**src/rtl/shake_pkg.sv**
```systemverilog
// Shared types and constants for the SHAKE128/256 sponge controller.
// The controller sequences absorb, permute and squeeze for an external Keccak datapath.
package shake_pkg;

    localparam int RATE128_LANES = 21;
    localparam int RATE256_LANES = 17;
    localparam int NUM_ROUNDS    = 24;
    localparam int LANE_W        = 64;

    localparam int LANE_IDX_W  = 5;
    localparam int ROUND_W     = 5;
    localparam int OUT_WORDS_W = 16;

    typedef enum logic [1:0] {
        IDLE    = 2'd0,
        ABSORB  = 2'd1,
        PERMUTE = 2'd2,
        SQUEEZE = 2'd3
    } state_e;

    typedef enum logic {
        SHAKE128 = 1'b0,
        SHAKE256 = 1'b1
    } mode_e;

    localparam logic [ROUND_W-1:0] LAST_ROUND = ROUND_W'(NUM_ROUNDS - 1);

    // Index of the final lane of one rate block for the selected variant.
    function automatic logic [LANE_IDX_W-1:0] last_lane(input mode_e m);
        return (m == SHAKE256) ? LANE_IDX_W'(RATE256_LANES - 1)
                               : LANE_IDX_W'(RATE128_LANES - 1);
    endfunction

endpackage

```
**src/rtl/shake_ctrl_if.sv**
```systemverilog
// Control/handshake bundle between a sponge host (master) and shake_ctrl (slave).
// The slave side also drives the datapath strobes (state_clr, absorb_en, round_en).
interface shake_ctrl_if;
    import shake_pkg::*;

    logic                   start;
    logic                   mode;
    logic [OUT_WORDS_W-1:0] out_words;

    logic                   in_valid;
    logic                   in_ready;
    logic                   in_last;

    logic                   out_valid;
    logic                   out_ready;
    logic                   out_last;

    logic                   state_clr;
    logic                   absorb_en;
    logic [LANE_IDX_W-1:0]  lane_idx;
    logic                   round_en;
    logic [ROUND_W-1:0]     round_idx;

    logic                   busy;
    logic                   done;
    logic                   err;

    modport master (
        output start, mode, out_words, in_valid, in_last, out_ready,
        input  in_ready, out_valid, out_last, state_clr, absorb_en, lane_idx,
               round_en, round_idx, busy, done, err
    );

    modport slave (
        input  start, mode, out_words, in_valid, in_last, out_ready,
        output in_ready, out_valid, out_last, state_clr, absorb_en, lane_idx,
               round_en, round_idx, busy, done, err
    );

endinterface

```
**src/rtl/shake_round_cnt.sv**
```systemverilog
// Keccak round counter: steps 0..NUM_ROUNDS-1 while enabled and wraps to 0,
// so it always rests at 0 between permutations.
module shake_round_cnt
    import shake_pkg::*;
(
    input  logic               clk,
    input  logic               rst,
    input  logic               clr,
    input  logic               en,
    output logic [ROUND_W-1:0] idx,
    output logic               last
);

    logic [ROUND_W-1:0] idx_q;

    // NOTE: sequential state is written with non-blocking assignments only.
    always_ff @(posedge clk) begin
        if (rst || clr) begin
            idx_q <= '0;
        end else if (en) begin
            idx_q <= last ? '0 : idx_q + 1'b1;
        end
    end

    assign idx  = idx_q;
    assign last = (idx_q == LAST_ROUND);

endmodule

```
**src/rtl/shake_ctrl.sv**
```systemverilog
// SHAKE sponge sequencer: counts absorbed lanes, runs 24-round permutations and
// streams the requested number of output lanes, re-permuting at each rate boundary.
module shake_ctrl
    import shake_pkg::*;
(
    input  logic        clk,
    input  logic        rst,
    shake_ctrl_if.slave bus
);

    state_e                 state_q;
    mode_e                  mode_q;
    logic [OUT_WORDS_W-1:0] out_words_q;
    logic [OUT_WORDS_W-1:0] words_left_q;
    logic [LANE_IDX_W-1:0]  lane_cnt_q;
    logic                   last_blk_q;
    logic                   sq_phase_q;
    logic                   err_q;
    logic                   done_q;

    logic [ROUND_W-1:0]     rnd_idx;
    logic                   rnd_last;
    logic [LANE_IDX_W-1:0]  lane_max;

    assign lane_max = last_lane(mode_q);

    shake_round_cnt u_round_cnt (
        .clk  (clk),
        .rst  (rst),
        .clr  (state_q != PERMUTE),
        .en   (state_q == PERMUTE),
        .idx  (rnd_idx),
        .last (rnd_last)
    );

    always_ff @(posedge clk) begin
        if (rst) begin
            state_q      <= IDLE;
            mode_q       <= SHAKE128;
            out_words_q  <= '0;
            words_left_q <= '0;
            lane_cnt_q   <= '0;
            last_blk_q   <= 1'b0;
            sq_phase_q   <= 1'b0;
            err_q        <= 1'b0;
            done_q       <= 1'b0;
        end else begin
            done_q <= 1'b0;
            unique case (state_q)
                IDLE: begin
                    if (bus.start) begin
                        mode_q      <= mode_e'(bus.mode);
                        out_words_q <= bus.out_words;
                        err_q       <= 1'b0;
                        lane_cnt_q  <= '0;
                        sq_phase_q  <= 1'b0;
                        state_q     <= ABSORB;
                    end
                end
                ABSORB: begin
                    if (bus.in_valid) begin
                        if (lane_cnt_q == lane_max) begin
                            last_blk_q <= bus.in_last;
                            sq_phase_q <= 1'b0;
                            lane_cnt_q <= '0;
                            state_q    <= PERMUTE;
                        end else if (bus.in_last) begin
                            // Final word short of a full block: padding was wrong.
                            err_q      <= 1'b1;
                            lane_cnt_q <= '0;
                            state_q    <= IDLE;
                        end else begin
                            lane_cnt_q <= lane_cnt_q + 1'b1;
                        end
                    end
                end
                PERMUTE: begin
                    if (rnd_last) begin
                        lane_cnt_q <= '0;
                        if (sq_phase_q) begin
                            state_q <= SQUEEZE;
                        end else if (!last_blk_q) begin
                            state_q <= ABSORB;
                        end else if (out_words_q == '0) begin
                            done_q  <= 1'b1;
                            state_q <= IDLE;
                        end else begin
                            words_left_q <= out_words_q;
                            state_q      <= SQUEEZE;
                        end
                    end
                end
                SQUEEZE: begin
                    if (bus.out_ready) begin
                        words_left_q <= words_left_q - 1'b1;
                        if (words_left_q == OUT_WORDS_W'(1)) begin
                            done_q     <= 1'b1;
                            lane_cnt_q <= '0;
                            state_q    <= IDLE;
                        end else if (lane_cnt_q == lane_max) begin
                            sq_phase_q <= 1'b1;
                            lane_cnt_q <= '0;
                            state_q    <= PERMUTE;
                        end else begin
                            lane_cnt_q <= lane_cnt_q + 1'b1;
                        end
                    end
                end
                default: state_q <= IDLE;
            endcase
        end
    end

    logic                  state_clr;
    logic                  absorb_en;
    logic                  in_ready;
    logic                  out_valid;
    logic                  out_last;
    logic                  round_en;
    logic [ROUND_W-1:0]    round_idx;
    logic [LANE_IDX_W-1:0] lane_idx;

    always_comb begin
        // NOTE: every output gets a default first so no path leaves one unassigned (no latches).
        state_clr = 1'b0;
        absorb_en = 1'b0;
        in_ready  = 1'b0;
        out_valid = 1'b0;
        out_last  = 1'b0;
        round_en  = 1'b0;
        round_idx = '0;
        lane_idx  = '0;
        unique case (state_q)
            IDLE: begin
                state_clr = bus.start;
            end
            ABSORB: begin
                in_ready  = 1'b1;
                absorb_en = bus.in_valid;
                lane_idx  = lane_cnt_q;
            end
            PERMUTE: begin
                round_en  = 1'b1;
                round_idx = rnd_idx;
            end
            SQUEEZE: begin
                out_valid = 1'b1;
                lane_idx  = lane_cnt_q;
                out_last  = (words_left_q == OUT_WORDS_W'(1));
            end
            default: ;
        endcase
    end

    assign bus.state_clr = state_clr;
    assign bus.absorb_en = absorb_en;
    assign bus.in_ready  = in_ready;
    assign bus.out_valid = out_valid;
    assign bus.out_last  = out_last;
    assign bus.round_en  = round_en;
    assign bus.round_idx = round_idx;
    assign bus.lane_idx  = lane_idx;
    assign bus.busy      = (state_q != IDLE);
    assign bus.done      = done_q;
    assign bus.err       = err_q;

endmodule

```
**src/flat_wrapper.sv**
```systemverilog
// flat-port wrapper written by rule: the top's interface ports become plain ports
module shake_ctrl_flat import shake_pkg::*;
  (clk, rst, bus_start, bus_mode, bus_out_words, bus_in_valid, bus_in_last, bus_out_ready, bus_in_ready, bus_out_valid, bus_out_last, bus_state_clr, bus_absorb_en, bus_lane_idx, bus_round_en, bus_round_idx, bus_busy, bus_done, bus_err);
  shake_ctrl_if bus_i ();
  input  logic clk;
  input  logic rst;
  input wire logic [$bits(bus_i.start)-1:0] bus_start;
  input wire logic [$bits(bus_i.mode)-1:0] bus_mode;
  input wire logic [$bits(bus_i.out_words)-1:0] bus_out_words;
  input wire logic [$bits(bus_i.in_valid)-1:0] bus_in_valid;
  input wire logic [$bits(bus_i.in_last)-1:0] bus_in_last;
  input wire logic [$bits(bus_i.out_ready)-1:0] bus_out_ready;
  output wire logic [$bits(bus_i.in_ready)-1:0] bus_in_ready;
  output wire logic [$bits(bus_i.out_valid)-1:0] bus_out_valid;
  output wire logic [$bits(bus_i.out_last)-1:0] bus_out_last;
  output wire logic [$bits(bus_i.state_clr)-1:0] bus_state_clr;
  output wire logic [$bits(bus_i.absorb_en)-1:0] bus_absorb_en;
  output wire logic [$bits(bus_i.lane_idx)-1:0] bus_lane_idx;
  output wire logic [$bits(bus_i.round_en)-1:0] bus_round_en;
  output wire logic [$bits(bus_i.round_idx)-1:0] bus_round_idx;
  output wire logic [$bits(bus_i.busy)-1:0] bus_busy;
  output wire logic [$bits(bus_i.done)-1:0] bus_done;
  output wire logic [$bits(bus_i.err)-1:0] bus_err;
  assign bus_i.start = bus_start;
  assign bus_i.mode = bus_mode;
  assign bus_i.out_words = bus_out_words;
  assign bus_i.in_valid = bus_in_valid;
  assign bus_i.in_last = bus_in_last;
  assign bus_i.out_ready = bus_out_ready;
  assign bus_in_ready = bus_i.in_ready;
  assign bus_out_valid = bus_i.out_valid;
  assign bus_out_last = bus_i.out_last;
  assign bus_state_clr = bus_i.state_clr;
  assign bus_absorb_en = bus_i.absorb_en;
  assign bus_lane_idx = bus_i.lane_idx;
  assign bus_round_en = bus_i.round_en;
  assign bus_round_idx = bus_i.round_idx;
  assign bus_busy = bus_i.busy;
  assign bus_done = bus_i.done;
  assign bus_err = bus_i.err;
  shake_ctrl u_core (.clk(clk), .rst(rst), .bus(bus_i));
endmodule
```
**config.mk**
```make
export PLATFORM = sky130hd
export DESIGN_NAME = shake_ctrl_flat
export DESIGN_NICKNAME = d
export VERILOG_FILES = /design/src/rtl/shake_pkg.sv /design/src/rtl/shake_ctrl_if.sv /design/src/rtl/shake_round_cnt.sv /design/src/rtl/shake_ctrl.sv /design/src/flat_wrapper.sv
export SDC_FILE = /design/constraint.sdc
export NUM_CORES = 1
export LEC_CHECK = 0
export CAP_MARGIN = 10
export CORE_MARGIN = 8
export CORE_UTILIZATION = 50
export DETAILED_ROUTE_END_ITERATION = 16
export PLACE_DENSITY = 0.75
export REMOVE_ABC_BUFFERS = 1
export SYNTH_ARGS = -nofsm -noshare
export SYNTH_HDL_FRONTEND = slang
export SYNTH_HIERARCHICAL = 1
export SYNTH_SLANG_ARGS = --single-unit
```
**constraint.sdc**
```tcl
create_clock -name clk -period 4.1 [get_ports clk]
set_input_delay 0.41 -clock clk [delete_from_list [all_inputs] [get_ports clk]]
set_output_delay 0.41 -clock clk [all_outputs]
set_load 0.1 [all_outputs]
```
======== Word-level counts from Yosys, hierarchy flattened ========
Cells that the tools add are included.
storage, ports and cells
  register bits ........................... 49
  latch bits .............................. 0
  RAM bits ................................ 0
  bits in read-only memories .............. 0
  output and inout bits ................... 19
  memories ................................ 0
cells by class
  add/subtract/negate cells ............... 3
  multiply operators ...................... 0
  div/mod/pow operators ................... 0
  $lt $le $gt $ge ......................... 0
  equal/unequal tests ..................... 21
  shifts and indexed selects .............. 0
  muxes and demuxes ....................... 55
  bitwise logic cells ..................... 0
  reductions and logical operators ........ 15
operators by type and width
  kind                                                                   number
  16-bit two-way mux                                                     5
  5-bit two-way mux                                                      11
  16-bit one-hot mux with 2 select lines                                 1
  2-bit two-way mux                                                      11
  1-bit two-way mux                                                      21
  5-bit one-hot mux with 4 select lines                                  1
  2-bit != test (second input constant)                                  9
  16-bit by 1-bit == test with 1-bit output (second input constant)      1
  16-bit zero test                                                       1
  16-bit by 1-bit subtractor with 16-bit output (second input constant)  1
  6-bit AND reduction                                                    2
  5-bit by 1-bit adder with 5-bit output (second input constant)         2
  2-bit by 1-bit != test with 1-bit output (second input constant)       4
  2-bit one-hot mux with 4 select lines                                  1
  7-bit AND reduction                                                    1
  2-bit nonzero test                                                     3
  5-bit == test                                                          1
  5-bit == test (second input constant)                                  1
  5-bit AND reduction                                                    1
  2-bit == test (second input constant)                                  2
  1-bit one-hot mux with 2 select lines                                  2
  4-bit AND reduction                                                    1
  3-bit two-way mux                                                      1
  3-bit by 1-bit != test with 1-bit output (second input constant)       1
  other kinds (9)                                                        9

======== Depth between registers and ports, before layout ========
  word-level depth ........................ 6
  gate-level depth with buffers ........... 8
  depth with buffers taken out ............ 7

======== Modules after synthesis ========
The synthesis kept the hierarchy.
modules (own cells, without submodules)
  module           instances  cells each  area an instance (µm²)
  shake_ctrl       1          328         2571.2
  shake_round_cnt  1          24          237.7

======== Worst setup path before layout ========
Ideal clock, no wire load.
  path kind ............................... register to output
  start point ............................. register u_core.words_left_q[12]
  end point ............................... output bus_out_last
  arrival time ............................ 2.432 ns
  data required time ...................... 3.690 ns
  setup slack ............................. 1.258 ns
  cell stages (with the launch flop) ...... 5
  path buffers ............................ 0
  cell sequence ........................... dfxtp_1 -> or4_4 -> nor2_4 -> nand4_4 -> nor2_1
on the way
  cells in the longest elaborated chain, start to end .. 2
RTL lines
  element                                    RTL line            RTL
  from (decl)                                shake_ctrl.sv:14    logic [OUT_WORDS_W-1:0] words_left_q;
  from (signal assigned)                     shake_ctrl.sv:88    words_left_q <= out_words_q;
  from (signal assigned)                     shake_ctrl.sv:95    words_left_q <= words_left_q - 1'b1;
  16-bit by 1-bit == test with 1-bit output  shake_ctrl.sv:149   out_last = (words_left_q == OUT_WORDS_W'(1));
  1-bit two-way mux                          shake_ctrl.sv:133   unique case (state_q)
  to (decl)                                  flat_wrapper.sv:15  output wire logic [$bits(bus_i.out_last)-1:0] bus_out_last;
Every way passes these cells.

======== Worst setup path in the final report ========
  start point ............................. register u_core.state_q[1]
  end point ............................... output bus_round_en
on the way
  cells in the longest elaborated chain, start to end .. 2
RTL lines
  element                 RTL line            RTL
  from (decl)             shake_ctrl.sv:11    state_e state_q;
  from (signal assigned)  shake_ctrl.sv:38    state_q <= IDLE;
  from (signal assigned)  shake_ctrl.sv:57    state_q <= ABSORB;
  from (signal assigned)  shake_ctrl.sv:66    state_q <= PERMUTE;
  2-bit == test           shake_ctrl.sv:133
  1-bit two-way mux       shake_ctrl.sv:133
  to (decl)               flat_wrapper.sv:19  output wire logic [$bits(bus_i.round_en)-1:0] bus_round_en;
Every way passes these cells.

==> results_dict.tcl <==
set metrics [dict create \
    clock_tree.root_cell "sky130_fd_sc_hd__clkbuf_8" \
    post_drt_via_cell_ratio 5.71 \
    global_route_wire_length_before_repair_um 11800 \
    number_of_warnings_issued_by_yosys 6 \
    grt_pass1_vias 2467 \
    cts-htree-levels 2 \
    synthesis.area_sq_um 2810 \
    syn_inst 352 \
    initial_utilization_pct 51.3 \
    power.density_nw_per_um2 352 \
    cts_buffers 5 \
    cts.clk_slew.worst_paths_ns 0.09 \
    timing.final.crit_period_ns 3.15 \
    cts_max_path_buffers 2 \
    critical_path.startpoint_type "register" \
    wl_um 6790 \
    tritoncts_num_sinks 49 \
    setup.worst_path.end_class "output pin" \
    fin_skew_ns 0.00934 \
    seq_area_sq_um 981 \
    holdCritPathClass "register to register" \
    drtAntennaViolNets 0 \
    setup-violations-final 0 \
    grt_max_degree 34 \
    path_max_fanout 17 \
    rsz_0062_raised_after_global_routing "no" \
    worstSkewPairLatency_ns 0.30 \
    max-slew-margin-rel_pct 35.0 \
    num_antenna_cells 0 \
    utilization_pct 60.8 \
    port_buffers 41 \
    timing.final.max_slew_violations 0 \
    die_y_um 91.0 \
    finalSetupTns_ns 0 \
    post_cts_resized 0 \
    total_global_routing_overflow 0 \
    die_x_um 91.0 \
    design.die.area_sq_um 8270 \
    via_count 2617 \
    synth_top_cells_by_area "sky130_fd_sc_hd__dfxtp_1, sky130_fd_sc_hd__nand2_1, sky130_fd_sc_hd__a21oi_1" \
    number_of_synthesized_flops_with_an_enable_pin 0 \
    core_region_area_sq_um 5470 \
    area_delta_synth_final_pct 18.4 \
    layout.filler_cells 525 \
    place_hpwl_um 4780 \
    synthesis.area_per_instance_sq_um 7.98 \
    synth_seq_cells 49 \
    synth-main-ff-cell "sky130_fd_sc_hd__dfxtp_1" \
    critPathKind "register to output pin" \
    first_iter_violations 164 \
    multi_input_comb_area_sq_um 1690 \
    commonest_non_fill_non_tap_cell_in_the_layout "sky130_fd_sc_hd__nand2_1" \
    avgRoutedWirePerCell_um 14.8 \
    timing_worst_slew_pin_value_ns 0.972 \
    final_hold_violation_count 0 \
    synthDominantAreaCellType "sky130_fd_sc_hd__dfxtp_1" \
    arrival_time_of_data_at_the_critical_path_endpoint_ns 2.74 \
    cts.repair_timing.setup_buffer_count 0 \
    routabilityCongestion 0.861 \
    outcome "complete, no violations" \
    peakVddDrop_mv 0.203 \
    timing.critical_path.required_ns 3.69 \
    ios 42 \
    achievable-frequency_mhz 317 \
    global_route.usage.total_pct 16.5 \
    pre_antenna_drt_iters 4 \
    cts_hold_buffers 0 \
    antenna_found_initial 0 \
    final_cell_mix "sky130_fd_sc_hd__nand2_1, sky130_fd_sc_hd__dfxtp_1, sky130_fd_sc_hd__a21oi_1, sky130_fd_sc_hd__clkdlybuf4s50_1, sky130_fd_sc_hd__o21ai_0" \
    drive_gt1_share_pct 15.3 \
    seq_area_frac_synth_pct 34.9 \
    max_cap_violations 0 \
    fin_nets 413 \
    yosysTopAreaCellShare_pct 34.9 \
    async_set_or_reset_register_ratio_after_synthesis_pct 0 \
    cts_tree "built" \
    ys_types 68 \
    fp-row-count 27 \
    leakagePower_nw 1.14 \
    min_period_over_period_pct 76.9 \
    remaining_drc_errors 0 \
]
==> kinds of logic after synthesis <==
group           Yosys count  share of synthesized area [%]
simple gates            159                           30.3
compound gates          104                           25.3
flops                    49                           34.9
buf+inv                  28                           4.81
mux                       5                           1.78
fa+ha+maj                 5                           2.23
xor+xnor                  2                          0.624
==> per-stage QoR <==
step | power [W] | setup slack (ns) | cell area [sq um] | hold slack, ns | instances
2_1_floorplan | 0.000734 | 1.12 | 2720 | 0.443 | 335
3_3_place_gp | 0.000818 | 1.33 | 3210 | 0.462 | 450
3_5_place_dp | 0.000821 | 1.29 | 3210 | 0.469 | 450
4_1_cts | 0.00118 | 0.952 | 3330 | 0.483 | 458
5_1_grt | 0.00123 | 0.770 | 3330 | 0.512 | 458
6_report | 0.00117 | 0.946 | 3330 | 0.476 | 458
==> synth_stat cells (all sizes together) (2+ instances only) <==
master and n:
o21ai 26, inv 9, ha 5, o32ai 4
and3 2, a211oi 2, buf 7, o21bai 3
nor4 6, nand2 69, nor2 15, o21a 2
or2 3, nor3 14, a41o 2, a21o 5
a22oi 2, clkinv 2, a21oi 43, and2 13
clkbuf 10, nor3b 4, o211ai 2, nand4 4
dfxtp 49, nand2b 7, nand3 9, and2b 2
nand3b 4, mux2i 5, a31oi 5
==> metal layers <==
layer | vias up | GRT usage [%] | wire (um)
met5 | - | 0 | 0
li1 | 1317 | - | -
met4 | 0 | 4.91 | 91
met1 | 1232 | 21.2 | 3250
met3 | 10 | 4.20 | 334
met2 | 58 | 26.6 | 3120
==> critical path, cell delays in order (launching register included) <==
cell	delay, ns
sky130_fd_sc_hd__dfxtp_1	0.54
sky130_fd_sc_hd__inv_2	0.13
sky130_fd_sc_hd__nor2_2	0.53
sky130_fd_sc_hd__clkdlybuf4s50_1	1.26
==> final cells by class <==
class / count / area share, %
Clock inverter: 2 / 1.13
Timing Repair Buffer: 43 / 12.0
Inverter: 11 / 1.24
Tap cell: 72 / 2.71
Sequential cell: 49 / 29.5
Multi-Input combinational cell: 275 / 50.9
Clock buffer: 6 / 2.48
==> final timing paths <==
| check | startpoint | end | slack, ns | depth (start not counted) |
|---|---|---|---|---|
| max reg2reg | u_core/state_q[0] | u_core/words_left_q[15] | 1.81 | 7 |
| min | u_core/mode_q | u_core/mode_q | 0.48 | 2 |
| min reg2reg | u_core/mode_q | u_core/mode_q | 0.48 | 2 |
| max | u_core/state_q[1] | bus_round_en | 0.95 | 3 |
==> report_power, final <==
part / internal [W] / switching, W / leakage [nW] / total [W]
clock network: 0.000198 / 0.000161 / 0.0574 / 0.000359
logic: 0.0000965 / 0.000188 / 0.684 / 0.000284
registers: 0.000498 / 0.0000304 / 0.398 / 0.000528
==> state kept, by name (all words and copies together) (netlist names) <==
register and cells:
u_core/bus.done 1, u_core/bus.err 1, u_core/lane_cnt_q 5, u_core/last_blk_q 1, u_core/mode_q 1, u_core/out_words_q 16, u_core/sq_phase_q 1, u_core/state_q 2
u_core/u_round_cnt/idx 5, u_core/words_left_q 16
Note: power is estimated with default switching activity, not from simulation.
==> RTL edit, RTL diff (config.mk and constraints unchanged) <==
`LANE_IDX_W`: 5 -> 6.
--- a/src/rtl/shake_pkg.sv
+++ b/src/rtl/shake_pkg.sv
@@ -8,5 +8,5 @@
     localparam int LANE_W        = 64;
 
-    localparam int LANE_IDX_W  = 5;
+    localparam int LANE_IDX_W  = 6;
     localparam int ROUND_W     = 5;
     localparam int OUT_WORDS_W = 16;
Ports: changed (resized bus_lane_idx); port bits go from 42 to 43. No check against the original RTL was run, so the function may have changed too.
==> RTL edit against the original RTL <==
  * Core utilization grew 2.0 points
  * Routed wire length shrank 1.3%
  * Area after synthesis shrank 3.9%
  * Power shrank 8.4%
  * Setup slack lost 81 ps
  * Count of clock-buffer cells in the layout shrank 1
  * Cell area shrank 2.4%
  * Sequential cell count grew 1
  * Critical path type unchanged
  * Largest cell class unchanged
  * Highest routed layer unchanged
==> RTL edit: results (changes against the original RTL) <==
| Metric | Value |
|---|---|
| Largest net degree at the start of global routing | `49 (+44%)` |
| Crit-path max FO | `15 (-2)` |
| Leakage | `1.23 nW (+7.6%)` |
| DR vias | `2658 (+1.6%)` |
| CP endpoint | `bus_round_en` |
| Placed Cells | `454 (+0.89%)` |
| Reg clk slew, reported paths | `100 ps` |
| DRT Pass-1 Iters | `4 (unchanged)` |
| Vias in the first global route | `2490 (+0.93%)` |
| CTS max path bufs | `2 (unchanged)` |
| Fin cells | `462 (+0.87%)` |
| Fin util | `62.8% (+2.0 points)` |
| Clk_lat worst skew | `320 ps (+20 ps)` |
| Layout cell share with drive strength beyond 1 | `9.69% (-5.6 points)` |
| Capture point of the worst reg-to-reg path | `u_core/words_left_q[3]` |
| First-pass GRT wire length | `11800 um (+0.29%)` |
| Initial drt markers | `237 (+45%)` |
| Registers with the most flip-flops | `u_core/out_words_q x16, u_core/words_left_q x16, u_core/lane_cnt_q x6` |
| Tot GR Track Use | `18.4% (+1.9 points)` |
| Achievable Freq | `309 MHz (-2.5%)` |
| Reg2reg setup slack | `1570 ps (-240 ps)` |
| H-tree levels | `2 (unchanged)` |
| Post-place setup slack | `1200 ps (-86.7 ps)` |
| Area contributors post-synth | `dfxtp_1 (37%), nand2_1 (9.3%), a21oi_1 (7.6%)` |
| Skew final | `10.2 ps (+0.835 ps)` |
| Fillers | `482 (-8.2%)` |
| Slew at the pin with the worst max-slew slack | `986 ps (+13.5 ps)` |
| Number of I/O port buffers | `42 (+2.4%)` |
| Post-synth cell types | `49 (-28%)` |
| Peak VDD IR | `0.195 mV (-3.9%)` |
| Crit path DAT | `2830 ps (+90 ps)` |
| Top cells by instance count after synthesis | `nand2_1 (67), dfxtp_1 (50), a21oi_1 (41), o21ai_0 (20)` |
| WL/cell | `14.5 um (-2.1%)` |
| Status | `finished, final reports clean` |
| R2R cell count | `6 (-1)` |
| Final nets | `419 (+1.5%)` |
| RePlAce Congestion | `0.797 (-7.4%)` |
| Sequential share of the synthesized area | `37.1% (+2.2 points)` |
| Setup Fix Bufs, Post-CTS | `0 (unchanged)` |
| Mapped Avg Cell Area | `7.52 um^2 (-5.8%)` |
| Synth warnings | `6 (unchanged)` |
| Dpl cell area | `3130 um^2 (-2.3%)` |
| Detailed placement HPWL | `4700 um (-1.6%)` |
| Hold Crit Class | `reg -> reg` |
RTL edit: worst reg2reg max path: cells and delay by family, from the launching register on:
family          cells  cell delay (ps)
flops               1              660
simple gates        1               90
compound gates      3             1010
buf+inv             2              670
RTL edit: metrics by stage:
| step | hold WS (ps) | power, mW |
|---|---|---|
| global route | 513 | 1.12 |
| floorplan | 438 | 0.645 |
| CTS | 477 | 1.08 |
| global placement | 460 | 0.711 |
| detailed placement | 463 | 0.714 |
| finish | 474 | 1.07 |
RTL edit: cell families after synthesis:
kind of cell,after synthesis,synth area share (%)
simple gates,163,30.1
compound gates,96,21.8
flops,50,37.1
buf+inv,36,5.28
mux,7,2.69
fa+ha+maj,5,2.32
xor+xnor,2,0.649
RTL edit: where the power goes:
part	total, mW	switching (mW)	internal [mW]
registers	0.523	0.0206	0.502
clock network	0.369	0.182	0.186
logic	0.181	0.118	0.0630
total	1.07	0.321	0.751
RTL edit: how the worst min path moves through the flow:
stage / start / to / cells after the start
floorplan: u_core/out_words_q[7] / u_core/out_words_q[7] / 2
global placement: u_core/mode_q / u_core/mode_q / 2
detailed placement: u_core/words_left_q[14] / u_core/words_left_q[14] / 2
CTS: u_core/words_left_q[14] / u_core/words_left_q[14] / 2
global route: u_core/mode_q / u_core/mode_q / 2
finish: u_core/words_left_q[14] / u_core/words_left_q[14] / 2
RTL edit: area by class of cell:
type                    instances  share of cell area (%)
flip-flops and latches         50                    30.8
inverters                      15                    1.73
repair buffers                 46                    13.3
clock buffers                   5                    2.12
clock inverters                 3                    1.46
well taps                      70                    2.70
multi-input cells             273                    47.9
RTL edit: metal layers:
metal  global-route usage, %  share of wire, %  routed length [um]  vias to the layer above
met5                       0                 0                   0                        -
met4                    4.23              0.85                  57                        0
met3                    4.50               4.8                 321                        7
met2                    28.6                46                3100                       70
met1                    24.9                48                3230                     1242
li1                        -                 -                   -                     1339
